--- src/rtl/dfe_output_requant_pkg.sv ---
// Shared constants and helpers for the DFE output requantiser.
package dfe_out_pkg;

  localparam int IN_W      = 28;
  localparam int OUT_W     = 16;
  localparam int FRAC_W    = 15;
  localparam int MAX_SHIFT = 12;
  localparam int SUM_W     = IN_W + 1;

  localparam logic signed [OUT_W-1:0] SAT_MAX = 16'sh7FFF;
  localparam logic signed [OUT_W-1:0] SAT_MIN = 16'sh8000;

  typedef logic [3:0] shift_t;

  function automatic shift_t clamp_shift(input logic [3:0] sel);
    return (sel > 4'(MAX_SHIFT)) ? 4'(MAX_SHIFT) : sel;
  endfunction

endpackage

--- src/rtl/dfe_output_requant_if.sv ---
// Output stream of the requantiser: show-ahead data with valid/ready handshake.
interface dfe_output_requant_if;
  import dfe_out_pkg::*;

  logic signed [OUT_W-1:0] m_data;
  logic                    m_valid;
  logic                    m_ready;

  modport master (output m_data, output m_valid, input m_ready);
  modport slave  (input m_data, input m_valid, output m_ready);

endinterface

--- src/rtl/dfe_output_requant_fifo.sv ---
// Synchronous FIFO with wrap-bit pointers and a registered show-ahead head word.
module dfe_sync_fifo #(
  parameter int WIDTH = 16,
  parameter int DEPTH = 8
) (
  input  logic                   clk,
  input  logic                   reset,
  input  logic                   wr_en_i,
  input  logic [WIDTH-1:0]       wr_data_i,
  input  logic                   rd_en_i,
  output logic [WIDTH-1:0]       rd_data_o,
  output logic                   full_o,
  output logic                   empty_o,
  output logic [$clog2(DEPTH):0] level_o
);

  localparam int AW = $clog2(DEPTH);
  localparam int PW = AW + 1;

  logic [WIDTH-1:0] mem_q [DEPTH];
  logic [PW-1:0]    wrPtr_q, wrPtr_d, rdPtr_q, rdPtr_d;
  logic [PW-1:0]    level, levelAfterRd;
  logic             wrFire, rdFire;
  logic [WIDTH-1:0] head_q, head_d;

  assign empty_o      = (wrPtr_q == rdPtr_q);
  assign full_o       = (wrPtr_q[AW] != rdPtr_q[AW]) && (wrPtr_q[AW-1:0] == rdPtr_q[AW-1:0]);
  assign rdFire       = rd_en_i && !empty_o;
  assign wrFire       = wr_en_i && (!full_o || rdFire);
  assign level        = wrPtr_q - rdPtr_q;
  assign levelAfterRd = level - PW'(rdFire);
  assign wrPtr_d      = wrPtr_q + PW'(wrFire);
  assign rdPtr_d      = rdPtr_q + PW'(rdFire);
  assign level_o      = level;
  assign rd_data_o    = head_q;

  // Head tracks the oldest word after this edge; a write into a drained FIFO bypasses storage.
  always_comb begin
    head_d = head_q;
    if (wrPtr_d != rdPtr_d) begin
      if (levelAfterRd == '0) head_d = wr_data_i;
      else                    head_d = mem_q[rdPtr_d[AW-1:0]];
    end
  end

  always_ff @(posedge clk) begin
    if (wrFire) mem_q[wrPtr_q[AW-1:0]] <= wr_data_i;
  end

  always_ff @(posedge clk) begin
    if (reset) begin
      wrPtr_q <= '0;
      rdPtr_q <= '0;
      head_q  <= '0;
    end else begin
      wrPtr_q <= wrPtr_d;
      rdPtr_q <= rdPtr_d;
      head_q  <= head_d;
    end
  end

endmodule

--- src/rtl/dfe_output_requant.sv ---
// Round/shift/saturate s28.15 filter output to Q1.15 and buffer it in a FIFO.
// Define DFE_REQUANT_STATS_EN to build the saturation and drop event counters.
module dfe_output_requant
  import dfe_out_pkg::*;
#(
  parameter int DEPTH = 8
) (
  input  logic                     clk,
  input  logic                     reset,
  input  logic                     clk_enable,
  input  logic signed [IN_W-1:0]   y_in,
  input  logic                     y_in_valid,
  input  logic [3:0]               shift_sel,
  dfe_output_requant_if.master     m_if,
  output logic [$clog2(DEPTH):0]   fifo_level,
  output logic                     status_sat,
  output logic                     status_overflow,
  output logic [15:0]              sat_count,
  output logic [15:0]              drop_count
);

  localparam logic signed [SUM_W-1:0] HI_LIM = SUM_W'(SAT_MAX);
  localparam logic signed [SUM_W-1:0] LO_LIM = SUM_W'(SAT_MIN);

  shift_t                  shiftClamped;
  logic signed [SUM_W-1:0] roundBias, s1Sum_d, s1Sum_q, shifted;
  shift_t                  s1Shift_q;
  logic                    s1Valid_q, s2Valid_q;
  logic                    satHi, satLo, satEvent;
  logic signed [OUT_W-1:0] s2Data_d, s2Data_q;
  logic                    fifoWrReq, fifoRd, fifoFull, fifoEmpty, dropEvent;
  logic [OUT_W-1:0]        fifoHead;

  assign shiftClamped = clamp_shift(shift_sel);
  assign roundBias    = (shiftClamped == '0) ? '0 : (SUM_W'(1) << (shiftClamped - 4'd1));
  assign s1Sum_d      = {y_in[IN_W-1], y_in} + roundBias;

  assign shifted  = s1Sum_q >>> s1Shift_q;
  assign satHi    = shifted > HI_LIM;
  assign satLo    = shifted < LO_LIM;
  assign s2Data_d = satHi ? SAT_MAX : (satLo ? SAT_MIN : shifted[OUT_W-1:0]);
  assign satEvent = clk_enable && s1Valid_q && (satHi || satLo);

  // Whole input path freezes with clk_enable; valid bits hold so a held sample resumes later.
  always_ff @(posedge clk) begin
    if (reset) begin
      s1Valid_q <= 1'b0;
      s1Sum_q   <= '0;
      s1Shift_q <= '0;
      s2Valid_q <= 1'b0;
      s2Data_q  <= '0;
    end else if (clk_enable) begin
      s1Valid_q <= y_in_valid;
      if (y_in_valid) begin
        s1Sum_q   <= s1Sum_d;
        s1Shift_q <= shiftClamped;
      end
      s2Valid_q <= s1Valid_q;
      if (s1Valid_q) s2Data_q <= s2Data_d;
    end
  end

  assign fifoWrReq = clk_enable && s2Valid_q;
  assign fifoRd    = !fifoEmpty && m_if.m_ready;
  assign dropEvent = fifoWrReq && fifoFull && !fifoRd;

  dfe_sync_fifo #(
    .WIDTH (OUT_W),
    .DEPTH (DEPTH)
  ) u_fifo (
    .clk       (clk),
    .reset     (reset),
    .wr_en_i   (fifoWrReq),
    .wr_data_i (s2Data_q),
    .rd_en_i   (m_if.m_ready),
    .rd_data_o (fifoHead),
    .full_o    (fifoFull),
    .empty_o   (fifoEmpty),
    .level_o   (fifo_level)
  );

  assign m_if.m_data  = fifoHead;
  assign m_if.m_valid = !fifoEmpty;

  always_ff @(posedge clk) begin
    if (reset) begin
      status_sat      <= 1'b0;
      status_overflow <= 1'b0;
    end else begin
      if (satEvent)  status_sat      <= 1'b1;
      if (dropEvent) status_overflow <= 1'b1;
    end
  end

`ifdef DFE_REQUANT_STATS_EN
  logic [15:0] satCount_q, dropCount_q;

  always_ff @(posedge clk) begin
    if (reset) begin
      satCount_q  <= '0;
      dropCount_q <= '0;
    end else begin
      if (satEvent && satCount_q != 16'hFFFF)   satCount_q  <= satCount_q + 16'd1;
      if (dropEvent && dropCount_q != 16'hFFFF) dropCount_q <= dropCount_q + 16'd1;
    end
  end

  assign sat_count  = satCount_q;
  assign drop_count = dropCount_q;
`else
  assign sat_count  = '0;
  assign drop_count = '0;
`endif

endmodule

--- src/flat_wrapper.sv ---
// flat-port wrapper written by rule: the top's interface ports become plain ports
module dfe_output_requant_flat import dfe_out_pkg::*;
#(
  parameter int DEPTH = 8
)
  (clk, reset, clk_enable, y_in, y_in_valid, shift_sel, fifo_level, status_sat, status_overflow, sat_count, drop_count, m_if_m_data, m_if_m_valid, m_if_m_ready);
  dfe_output_requant_if m_if_i ();
  input  logic clk;
  input  logic reset;
  input  logic clk_enable;
  input  logic signed [IN_W-1:0] y_in;
  input  logic y_in_valid;
  input  logic [3:0] shift_sel;
  output logic [$clog2(DEPTH):0] fifo_level;
  output logic status_sat;
  output logic status_overflow;
  output logic [15:0] sat_count;
  output logic [15:0] drop_count;
  output wire logic [$bits(m_if_i.m_data)-1:0] m_if_m_data;
  output wire logic [$bits(m_if_i.m_valid)-1:0] m_if_m_valid;
  input wire logic [$bits(m_if_i.m_ready)-1:0] m_if_m_ready;
  assign m_if_m_data = m_if_i.m_data;
  assign m_if_m_valid = m_if_i.m_valid;
  assign m_if_i.m_ready = m_if_m_ready;
  dfe_output_requant #(.DEPTH(DEPTH)) u_core (.clk(clk), .reset(reset), .clk_enable(clk_enable), .y_in(y_in), .y_in_valid(y_in_valid), .shift_sel(shift_sel), .m_if(m_if_i), .fifo_level(fifo_level), .status_sat(status_sat), .status_overflow(status_overflow), .sat_count(sat_count), .drop_count(drop_count));
endmodule
--- config.mk ---
export PLATFORM = sky130hd
export DESIGN_NAME = dfe_output_requant_flat
export DESIGN_NICKNAME = d
export VERILOG_FILES = /design/src/rtl/dfe_output_requant_pkg.sv /design/src/rtl/dfe_output_requant_if.sv /design/src/rtl/dfe_output_requant_fifo.sv /design/src/rtl/dfe_output_requant.sv /design/src/flat_wrapper.sv
export SDC_FILE = /design/constraint.sdc
export NUM_CORES = 1
export LEC_CHECK = 0
export ABC_AREA = 0
export BUFFER_PORTS_ARGS = -buffer_cell sky130_fd_sc_hd__buf_2
export CORE_MARGIN = 2
export CORE_UTILIZATION = 35
export DETAILED_ROUTE_END_ITERATION = 8
export SLEW_MARGIN = 30
export SYNTH_ARGS = -nofsm -noshare
export SYNTH_HDL_FRONTEND = slang
export SYNTH_SLANG_ARGS = --single-unit
--- constraint.sdc ---
create_clock -name clk -period 4.8 [get_ports clk]
set_clock_uncertainty 0.05 [all_clocks]
set_input_delay 0.24 -clock clk [delete_from_list [all_inputs] [get_ports clk]]
set_output_delay 0.24 -clock clk [all_outputs]
set_load 0.02 [all_outputs]
==> results of run 1 <==
-- routing by layer --
layer  share of wire [%]  vias to the layer above  wire length (µm)  GRT usage (%)
met5                   0                        -                 0              0
met4                 1.4                        0               355           2.68
met3                 4.2                       32              1040           1.91
met2                  47                      205             11700           25.1
met1                  47                     3623             11700           21.3
li1                    -                     3655                 -              -
-- placed cells by master (no fill, tap or decap), types with 11 or more instances in the layout --
cell type and n:
nor2_1 47, buf_4 21, or4_1 11, a31oi_1 12
o21ai_0 31, inv_1 25, mux2_2 34, nand2_1 87
o31ai_1 12, buf_2 59, a21oi_1 55, edfxtp_1 128
o211ai_1 20, mux4_2 49, nor3_1 15, clkbuf_16 22
ha_1 23, nand2b_1 12, nand3_1 31, conb_1 36
mux2i_1 26, dfxtp_1 76
-- per-stage QoR --
step | power [mW] | utilization, % | area, µm² | setup slack [ns] | instances
after global placement | 2.47 | 37.2 | 11700 | 1.17 | 1360
after global routing | 4.50 | 40.1 | 12600 | 0.823 | 1410
after floorplan | 2.37 | - | 11200 | 1.16 | 969
final | 4.34 | 40.1 | 12600 | 1.12 | 1410
after CTS | 4.37 | 40.1 | 12600 | 1.06 | 1410
after detailed placement | 2.48 | 37.2 | 11700 | 1.06 | 1360
-- layout make-up --
class	instances	share of cell area, %
Timing Repair Buffer	91	4.55
Sequential cell	205	42.8
Tap cell	402	3.99
Clock inverter	16	2.01
Inverter	26	0.775
Clock buffer	24	4.51
Multi-Input combinational cell	646	41.4
-- worst register-to-register path, stage by stage (launching register included) --
cell and delay (ns):
dfxtp_1 0.41, ha_1 0.37, nand3_1 0.09, or2_2 0.28, and2_1 0.19, ha_2 0.82, buf_12 0.26, mux4_2 0.51
mux2_2 0.27, o211ai_1 0.19, a21oi_1 0.09
-- cells by family (layout without fill, tap and decap cells) --
kind of cell	Yosys count	in the layout	synth area share (%)
fa+ha+maj	26	26	3.07
xor+xnor	17	17	1.34
compound gates	204	204	13.4
simple gates	249	249	10.8
flops	205	205	48.6
mux	114	114	17.0
other cells	1	36	0.0339
buf+inv	118	157	5.75
-- worst min path at each step --
stage,end,slack [ns],cells past startpoint
2_1_floorplan,u_core.s1Shift_q[3],0.33,2
3_3_place_gp,u_core.u_fifo.rd_data_o[1],0.40,2
3_5_place_dp,u_core.u_fifo.rd_data_o[12],0.40,2
4_1_cts,u_core.s1Shift_q[2],0.0009,3
5_1_grt,u_core.s1Shift_q[2],0.02,3
6_report,u_core.s1Shift_q[2],0.009,3
-- power by group through the flow --
stage | clock network [mW] | logic (mW) | registers, mW
2_1_floorplan | 0 | 0.394 | 1.97
3_3_place_gp | 0 | 0.476 | 2.00
3_5_place_dp | 0 | 0.477 | 2.00
4_1_cts | 1.92 | 0.485 | 1.96
5_1_grt | 1.99 | 0.537 | 1.97
6_report | 1.89 | 0.485 | 1.96
-- what timing repair did --
action                    CTS  global route
hold endpoints to repair   10             0
hold buffers               10             0
gates resized for setup     0             0
-- state kept, by name (all words and copies together), names as in the netlist --
register,cells
u_core.s1Valid_q,1
u_core.u_fifo.wrPtr_q,4
u_core.status_overflow,1
u_core.status_sat,1
u_core.s2Valid_q,1
u_core.s1Sum_q,29
u_core.u_fifo.rd_data_o,16
u_core.u_fifo.rdPtr_q,4
u_core.u_fifo.mem_q,128
u_core.s1Shift_q,4
u_core.s2Data_q,16
==> run_results.csv, run 1 <==
group,metric,value,unit
critical_path,r2r_end,"u_core.u_fifo.rd_data_o[12]",
timing,setup_viol,0,
cts,clk_latency,0.51,ns
routing,wirelength,24.8,mm
yosys,seq_area_frac_synth,48.6,%
power_and_ir_drop,leakage,4.42,nW
critical_path,reg2reg_from,"u_core.u_fifo.wrPtr_q[2]",
flow_run,maxCapViolations,0,
yosys,synth_edf_count,128,
placement,place.gp.congestion,0.810,
grt,grt_max_degree,48,
power_and_ir_drop,peakVddDrop,0.272,mV
cts,root_buffer,"clkbuf_16",
critical_path,worstPathArrival,4.00,ns
yosys,synth.most_common_cell,"edfxtp_1",
grt,grt_overflow,0,
outcome,outcome,"completed",
floorplan,initial_core_util,35.3,%
grt,grt_pass1_vias,7314,
cells_and_area,syn_to_final_growth,13.7,%
timing,drv_slew,0,
floorplan,ioPinCount,92,
timing,timing.fmax,271,MHz
cts,path_clk_slew,0.06,ns
yosys,syn_area_per_cell,11.9,µm²
worst_hold_path,hold_class,"in -> reg",
routing,first_pass_iters,5,
floorplan,chipHeight,182,µm
yosys,yosysTopAreaCell,"edfxtp_1",
timing,hold_slack,0.00897,ns
power_and_ir_drop,p_sw,1.04,mW
critical_path,required,5.12,ns
timing,worst_pin_slew,0.868,ns
cells_and_area,antenna_cells,0,
yosys,synth-seq-cells,205,
cells_and_area,multi_input_area,5210,µm²
timing,setup_tns,0,ns
critical_path,reg2reg_depth,10,
routing,drtIter0Drc,572,
yosys,synth-main-ff-cell,"edfxtp_1",
cells_and_area,drive_gt1_share,22.7,%
critical_path,cp_num_buf_inv,1,
yosys,synth_commonest_cells,"edfxtp_1, nand2_1, dfxtp_1, a21oi_1, mux4_2",
floorplan,placementRows,65,
timing,rsz0062_at_grt,"false",
critical_path,cp-endpoint,"u_core.u_fifo.rd_data_o[12]",
grt,grt_pass1_wl,40.3,mm
worst_hold_path,hp-start,"shift_sel[2]",
critical_path,critPathMaxStageDelay,0.82,ns
yosys,syn_inst,934,
routing,wire_per_inst,17.6,µm
routing,ant_nets,0,
timing,period_needed,3.68,ns
yosys,ys_warn_count,0,
grt,antenna_found_initial,0,
cts,cts_sinks,205,
timing,period_share,76.8,%
cells_and_area,register_area,5390,µm²
routing,viasPerCell,5.33,
yosys,synthTopCellsByArea,"edfxtp_1, dfxtp_1, mux4_2",
floorplan,dieArea,33100,µm²
power_and_ir_drop,clockPowerShare,43.6,%
cts,cts_tree,"built",
critical_path,cp_max_fo,21,
timing,slew_headroom,42.1,%
yosys,netlist-cell-type-count,70,
floorplan,die_w,182,µm
critical_path,worstSetupStartpointType,"flip-flop",
timing,hold_viol_final,0,
placement,post-dp-hpwl,16.7,mm
routing,num_vias,7515,
grt,track_usage,15.1,%
power_and_ir_drop,p_seq_share,45.2,%
critical_path,crit_path_start,"u_core.u_fifo.wrPtr_q[2]",
floorplan,coreArea,31400,µm²
yosys,synthArstFlopShare,0,%
power_and_ir_drop,switching_share,24.1,%
cts,cts_htree_levels,1,
power_and_ir_drop,power_frac_comb,11.2,%
critical_path,critPathKind,"reg -> reg",
critical_path,slowest_stage,"ha_2",
critical_path,worstPathCellList,"ha_1 -> nand3_1 -> or2_2 -> and2_1 -> ha_2 -> buf_12 -> mux4_2 -> mux2_2 -> o211ai_1 -> a21oi_1",
placement,numPortBuffers,59,
power_and_ir_drop,p_per_area,344,nW/µm²
yosys,synthesis.area,11100,µm²
cts,cts_inserted_buffers,22,
power_and_ir_drop,power.internal,3.29,mW
cts,clockBufferDepth,3,
critical_path,r2r_slack,1.12,ns
cells_and_area,fill_cells,2992,
critical_path,critical_path_depth,10,
yosys,synth_top_area_share,34.7,%
critical_path,crit_family,"adder cells",
cts,cts_setup_buffers,0,
cells_and_area,layout.nets,1055,
critical_path,crit_path_end_kind,"flip-flop",
routing,drc,0,
(Power assumes the default switching activity.)
==> run 2, diff against run 1 <==
clock period = 3.8 ns   (was 4.8 ns; I/O delays follow)
==> run 2 against run 1 <==
Effect of this change:
- core utilization increased by 0.14 points
- via count increased by 2.4%
- maximum frequency increased by 10%
- sequential share of layout area decreased by 0.16 points
- highest routed layer unchanged
==> run_results.csv, run 2 (synthesis results as in run 1) <==
group,metric,value,unit
critical_path,worstPathCellList,"mux2_2 -> mux2i_1 -> o21ai_0 -> or4_4 -> o21ai_4 -> o311ai_0",
placement,place.gp.congestion,0.825,
cts,clockBufferDepth,3,
cts,path_clk_slew,0.06,ns
power_and_ir_drop,p_per_area,417,nW/µm²
timing,timing.fmax,299,MHz
power_and_ir_drop,peakVddDrop,0.282,mV
critical_path,r2r_slack,0.45,ns
placement,numPortBuffers,59,
timing,setup_tns,0,ns
grt,track_usage,15.2,%
cells_and_area,antenna_cells,0,
timing,period_needed,3.35,ns
cts,cts_tree,"built",
grt,antenna_found_initial,0,
floorplan,chipHeight,182,µm
floorplan,die_w,182,µm
placement,dp_worst_setup_slack,0.495,ns
floorplan,initial_core_util,35.3,%
cts,cts_inserted_buffers,23,
cells_and_area,drive_gt1_share,22.6,%
grt,grt_overflow,0,
cts,clk_latency,0.52,ns
cells_and_area,mostFrequentLayoutCells,"edfxtp_1, nand2_1, dfxtp_1",
timing,slew_headroom,36.8,%
routing,num_vias,7693,
outcome,outcome,"completed",
critical_path,worstSetupStartpointType,"flip-flop",
critical_path,crit_path_end_kind,"flip-flop",
cts,cts_sinks,205,
timing,drv_slew,0,
cts,root_buffer,"clkbuf_16",
worst_hold_path,hold_depth,3,
timing,period_share,88.1,%
cts,cts_htree_levels,1,
critical_path,reg2reg_from,"u_core.s1Shift_q[2]",
power_and_ir_drop,leakage,4.45,nW
cells_and_area,layout.nets,1069,
cells_and_area,multi_input_area,5210,µm²
worst_hold_path,worst_hold_path.endpoint,"u_core.s2Data_q[15]",
critical_path,required,4.10,ns
worst_hold_path,hp-start,"clk_enable",
cells_and_area,largest_register_ffs,128,
floorplan,dieArea,33100,µm²
floorplan,placementRows,65,
grt,grt_pass1_vias,7511,
cells_and_area,register_area,5390,µm²
grt,grt_pass1_wl,40.7,mm
grt,grt_max_degree,35,
routing,ant_nets,0,
routing,viasPerCell,5.40,
placement,post-dp-hpwl,16.9,mm
routing,wire_per_inst,17.9,µm
floorplan,coreArea,31400,µm²
cells_and_area,fill_cells,3011,
cells_and_area,syn_to_final_growth,14.1,%
timing,worst_pin_slew,0.946,ns
timing,hold_viol_final,0,
routing,drtIter0Drc,516,
routing,first_pass_iters,5,
routing,drc,0,
cells_and_area,fin_cells,1425,
critical_path,cp_max_fo,16,
critical_path,worstPathArrival,3.65,ns
flow_run,maxCapViolations,0,
critical_path,slowest_stage,"dfxtp_1",
worst_hold_path,hold_class,"in -> reg",
timing,hold_slack,0.0265,ns
critical_path,critPathKind,"reg -> reg",
timing,setup_ws,0.454,ns
routing,wirelength,25.5,mm
critical_path,r2r_end,"u_core.s2Data_q[9]",
cells_and_area,final_common_cell,"edfxtp_1",
critical_path,critPathMaxStageDelay,0.68,ns
placement,placed_cells,1368,
timing,rsz0062_at_grt,"false",
timing,setup_viol,0,
critical_path,reg2reg_depth,6,
floorplan,ioPinCount,92,
==> run 2: area by class of cell <==
type | count | share of cell area, %
clock buffer | 28 | 4.70
clock inverter | 14 | 1.08
inverter | 26 | 0.772
multi-input combinational | 646 | 41.2
sequential | 205 | 42.6
tap | 402 | 3.98
timing repair buffer | 104 | 5.60
==> run 2: worst max-delay path: cells and delay by family (launching register included) <==
kind / cells / cell delay [ns]
muxes: 2 / 0.93
DFF: 1 / 0.68
AOI/OAI and AO/OA: 3 / 1.03
and+or+nand+nor: 1 / 0.48
==> run 2: how the worst max path moves through the flow <==
stage / startpoint / to / slack, ns / cells after the start
final: u_core.s1Shift_q[2] / u_core.s2Data_q[9] / 0.45 / 6
after global routing: shift_sel[2] / u_core.s1Sum_q[18] / 0.27 / 12
after CTS: u_core.s1Shift_q[2] / u_core.s2Data_q[9] / 0.47 / 6
after detailed placement: u_core.s1Shift_q[2] / u_core.s2Data_q[9] / 0.49 / 6
after global placement: u_core.s1Shift_q[2] / u_core.s2Data_q[8] / 0.55 / 6
after floorplan: u_core.u_fifo.wrPtr_q[0] / u_core.u_fifo.rd_data_o[0] / 0.16 / 12
==> run 2: through the flow <==
| stage | utilization (%) | area (µm²) | power (mW) |
|---|---|---|---|
| after floorplan | - | 11200 | 2.99 |
| after global placement | 37.4 | 11800 | 3.14 |
| after detailed placement | 37.4 | 11800 | 3.14 |
| after CTS | 40.3 | 12600 | 5.31 |
| after global routing | 40.3 | 12600 | 5.48 |
| final | 40.3 | 12600 | 5.27 |
==> run 2: routing by layer <==
layer	track usage, %	up-vias	part of all wire [%]
met1	21.2	3774	47
met3	2.29	36	4.5
met5	0	-	0
li1	-	3671	-
met4	3.29	0	1.5
met2	25.1	212	47
==> run 2: power by group <==
part	total, mW	internal, mW	switching [mW]	leakage [nW]
sequential	2.48	2.40	0.0714	1.75
clock	2.16	1.26	0.904	0.360
combinational	0.632	0.269	0.363	2.34
total	5.27	3.93	1.34	4.45
==> run 2: what timing repair did <==
action	4_1_cts	5_1_grt
hold buffers	15	0
setup buffers	0	0
resized for setup	0	0
endpoints found under the hold margin	16	0
==> run 3, diff against run 2 <==
clock period = 3.25 ns   (was 3.8 ns; I/O delays follow)
==> run 3 against run 2 <==
Effect of this change:
- flip-flop and latch count unchanged
- non-clock buffer count up 25
- combinational power grew 22%
- critical path depth increased by 7
- setup slack got worse by 0.34 ns
- hold slack lost 0.015 ns
- critical path type unchanged
- core utilization grew 0.93 points
- clock power grew 13%
- register-to-register slack lost 0.34 ns
- cell count increased by 1.6%
- critical endpoint is now u_core.u_fifo.rd_data_o[8]
==> run_results.csv, run 3 (synthesis results as in run 1) <==
group,metric,value,unit
cells_and_area,antenna_cells,0,
cts,cts_sinks,205,
cells_and_area,largest_register_ffs,128,
grt,grt_pass1_wl,41.4,mm
floorplan,initial_core_util,35.3,%
cells_and_area,mostFrequentLayoutCells,"edfxtp_1, nand2_1, dfxtp_1",
cts,clk_latency,0.51,ns
floorplan,dieArea,33100,µm²
timing,drv_slew,0,
critical_path,required,3.58,ns
placement,numPortBuffers,59,
critical_path,worstSetupStartpointType,"flip-flop",
outcome,outcome,"completed",
critical_path,crit_path_start,"u_core.u_fifo.rdPtr_q[1]",
cells_and_area,syn_to_final_growth,16.7,%
cells_and_area,layout.nets,1093,
power_and_ir_drop,leakage,4.59,nW
routing,wirelength,25.9,mm
routing,drc,0,
floorplan,chipHeight,182,µm
timing,worst_pin_slew,0.698,ns
floorplan,die_w,182,µm
floorplan,coreArea,31400,µm²
placement,placed_area,11900,µm²
routing,first_pass_iters,4,
cts,clockBufferDepth,3,
timing,slew_headroom,53.4,%
critical_path,critPathKind,"reg -> reg",
critical_path,reg2reg_from,"u_core.u_fifo.rdPtr_q[1]",
routing,drtIter0Drc,526,
placement,post-dp-hpwl,17.4,mm
power_and_ir_drop,p_per_area,472,nW/µm²
critical_path,crit_path_end_kind,"flip-flop",
power_and_ir_drop,peakVddDrop,0.336,mV
grt,track_usage,15.5,%
critical_path,cp_max_fo,5,
timing,hold_slack,0.0117,ns
critical_path,reg2reg_depth,13,
timing,hold_viol_final,0,
grt,grt_pass1_vias,7617,
cells_and_area,finish.utilization,41.2,%
routing,num_vias,7725,
timing,timing.fmax,319,MHz
timing,period_needed,3.13,ns
cells_and_area,final_area,12900,µm²
grt,grt_max_degree,33,
routing,wire_per_inst,17.9,µm
timing,setup_ws,0.116,ns
cts,root_buffer,"clkbuf_16",
floorplan,ioPinCount,92,
timing,period_share,96.4,%
timing,setup_viol,0,
cts,cts_tree,"built",
placement,place.gp.congestion,0.851,
critical_path,r2r_slack,0.12,ns
cts,cts_inserted_buffers,22,
routing,ant_nets,0,
critical_path,cp-endpoint,"u_core.u_fifo.rd_data_o[8]",
grt,grt_overflow,0,
placement,placed_cells,1388,
cts,cts_htree_levels,1,
grt,antenna_found_initial,0,
floorplan,placementRows,65,
routing,viasPerCell,5.33,
cells_and_area,drive_gt1_share,25.0,%
cells_and_area,final_common_cell,"edfxtp_1",
placement,dp_worst_setup_slack,-0.0272,ns
critical_path,worstPathArrival,3.47,ns
cts,path_clk_slew,0.06,ns
critical_path,r2r_end,"u_core.u_fifo.rd_data_o[8]",
flow_run,maxCapViolations,0,
worst_hold_path,hold_class,"in -> reg",
cells_and_area,fin_cells,1448,
## run 3: worst max-delay path, cell delays in order, from the launching register on
cell,delay (ns)
dfxtp_2,0.33
inv_1,0.06
ha_1,0.28
nand3_1,0.10
or2_2,0.30
and2_4,0.17
ha_2,0.19
ha_4,0.18
xor2_4,0.33
clkbuf_16,0.24
mux4_2,0.28
mux2_2,0.27
mux2i_1,0.12
o21ai_0,0.11
## run 3: power breakdown
part           internal, mW  switching (mW)
combinational         0.335           0.436
clock                  1.44            1.00
sequential             2.81          0.0767
## run 3: repair_timing
item | CTS | global route
hold buffers | 16 | 0
setup buffers | 0 | 2
resized for setup | 1 | 15
setup endpoints to repair | 8 | 25
hold endpoints to repair | 17 | 0
cloned | 0 | 2
pin swaps | 0 | 3
## run 3: final cells by class
type                    instances  area, µm²
clock buffers                  31        594
clock inverters                 9        111
fillers                      2971      18500
inverters                      26       97.6
multi-input cells             646       5260
flip-flops and latches        205       5390
well taps                     402        503
repair buffers                129        978
## run 3: how the worst min path moves through the flow
stage | cells past startpoint | slack (ns) | end | start
after floorplan | 2 | 0.25 | u_core.s1Shift_q[3] | shift_sel[3]
after global placement | 2 | 0.39 | u_core.u_fifo.rd_data_o[12] | u_core.u_fifo.rd_data_o[12]
after detailed placement | 2 | 0.39 | u_core.u_fifo.rd_data_o[12] | u_core.u_fifo.rd_data_o[12]
after CTS | 4 | 0.007 | u_core.status_overflow | m_if_m_ready
after global routing | 4 | 0.03 | u_core.status_overflow | m_if_m_ready
final | 3 | 0.01 | u_core.s1Shift_q[1] | shift_sel[1]
## run 3: through the flow
| stage | total power, mW | setup TNS [ns] |
|---|---|---|
| 3_5_place_dp | 3.69 | -0.0508 |
| 6_report | 6.10 | 0 |
| 2_1_floorplan | 3.50 | 0 |
| 3_3_place_gp | 3.68 | 0 |
| 5_1_grt | 6.35 | -0.0657 |
| 4_1_cts | 6.16 | 0 |
## run 3: per-layer routing
metal | vias up | share of wire (%) | GRT usage (%)
met5 | - | 0 | 0
met4 | 0 | 2.1 | 3.29
met3 | 42 | 4.3 | 2.29
met2 | 195 | 46 | 25.5
met1 | 3766 | 47 | 21.8
li1 | 3722 | - | -
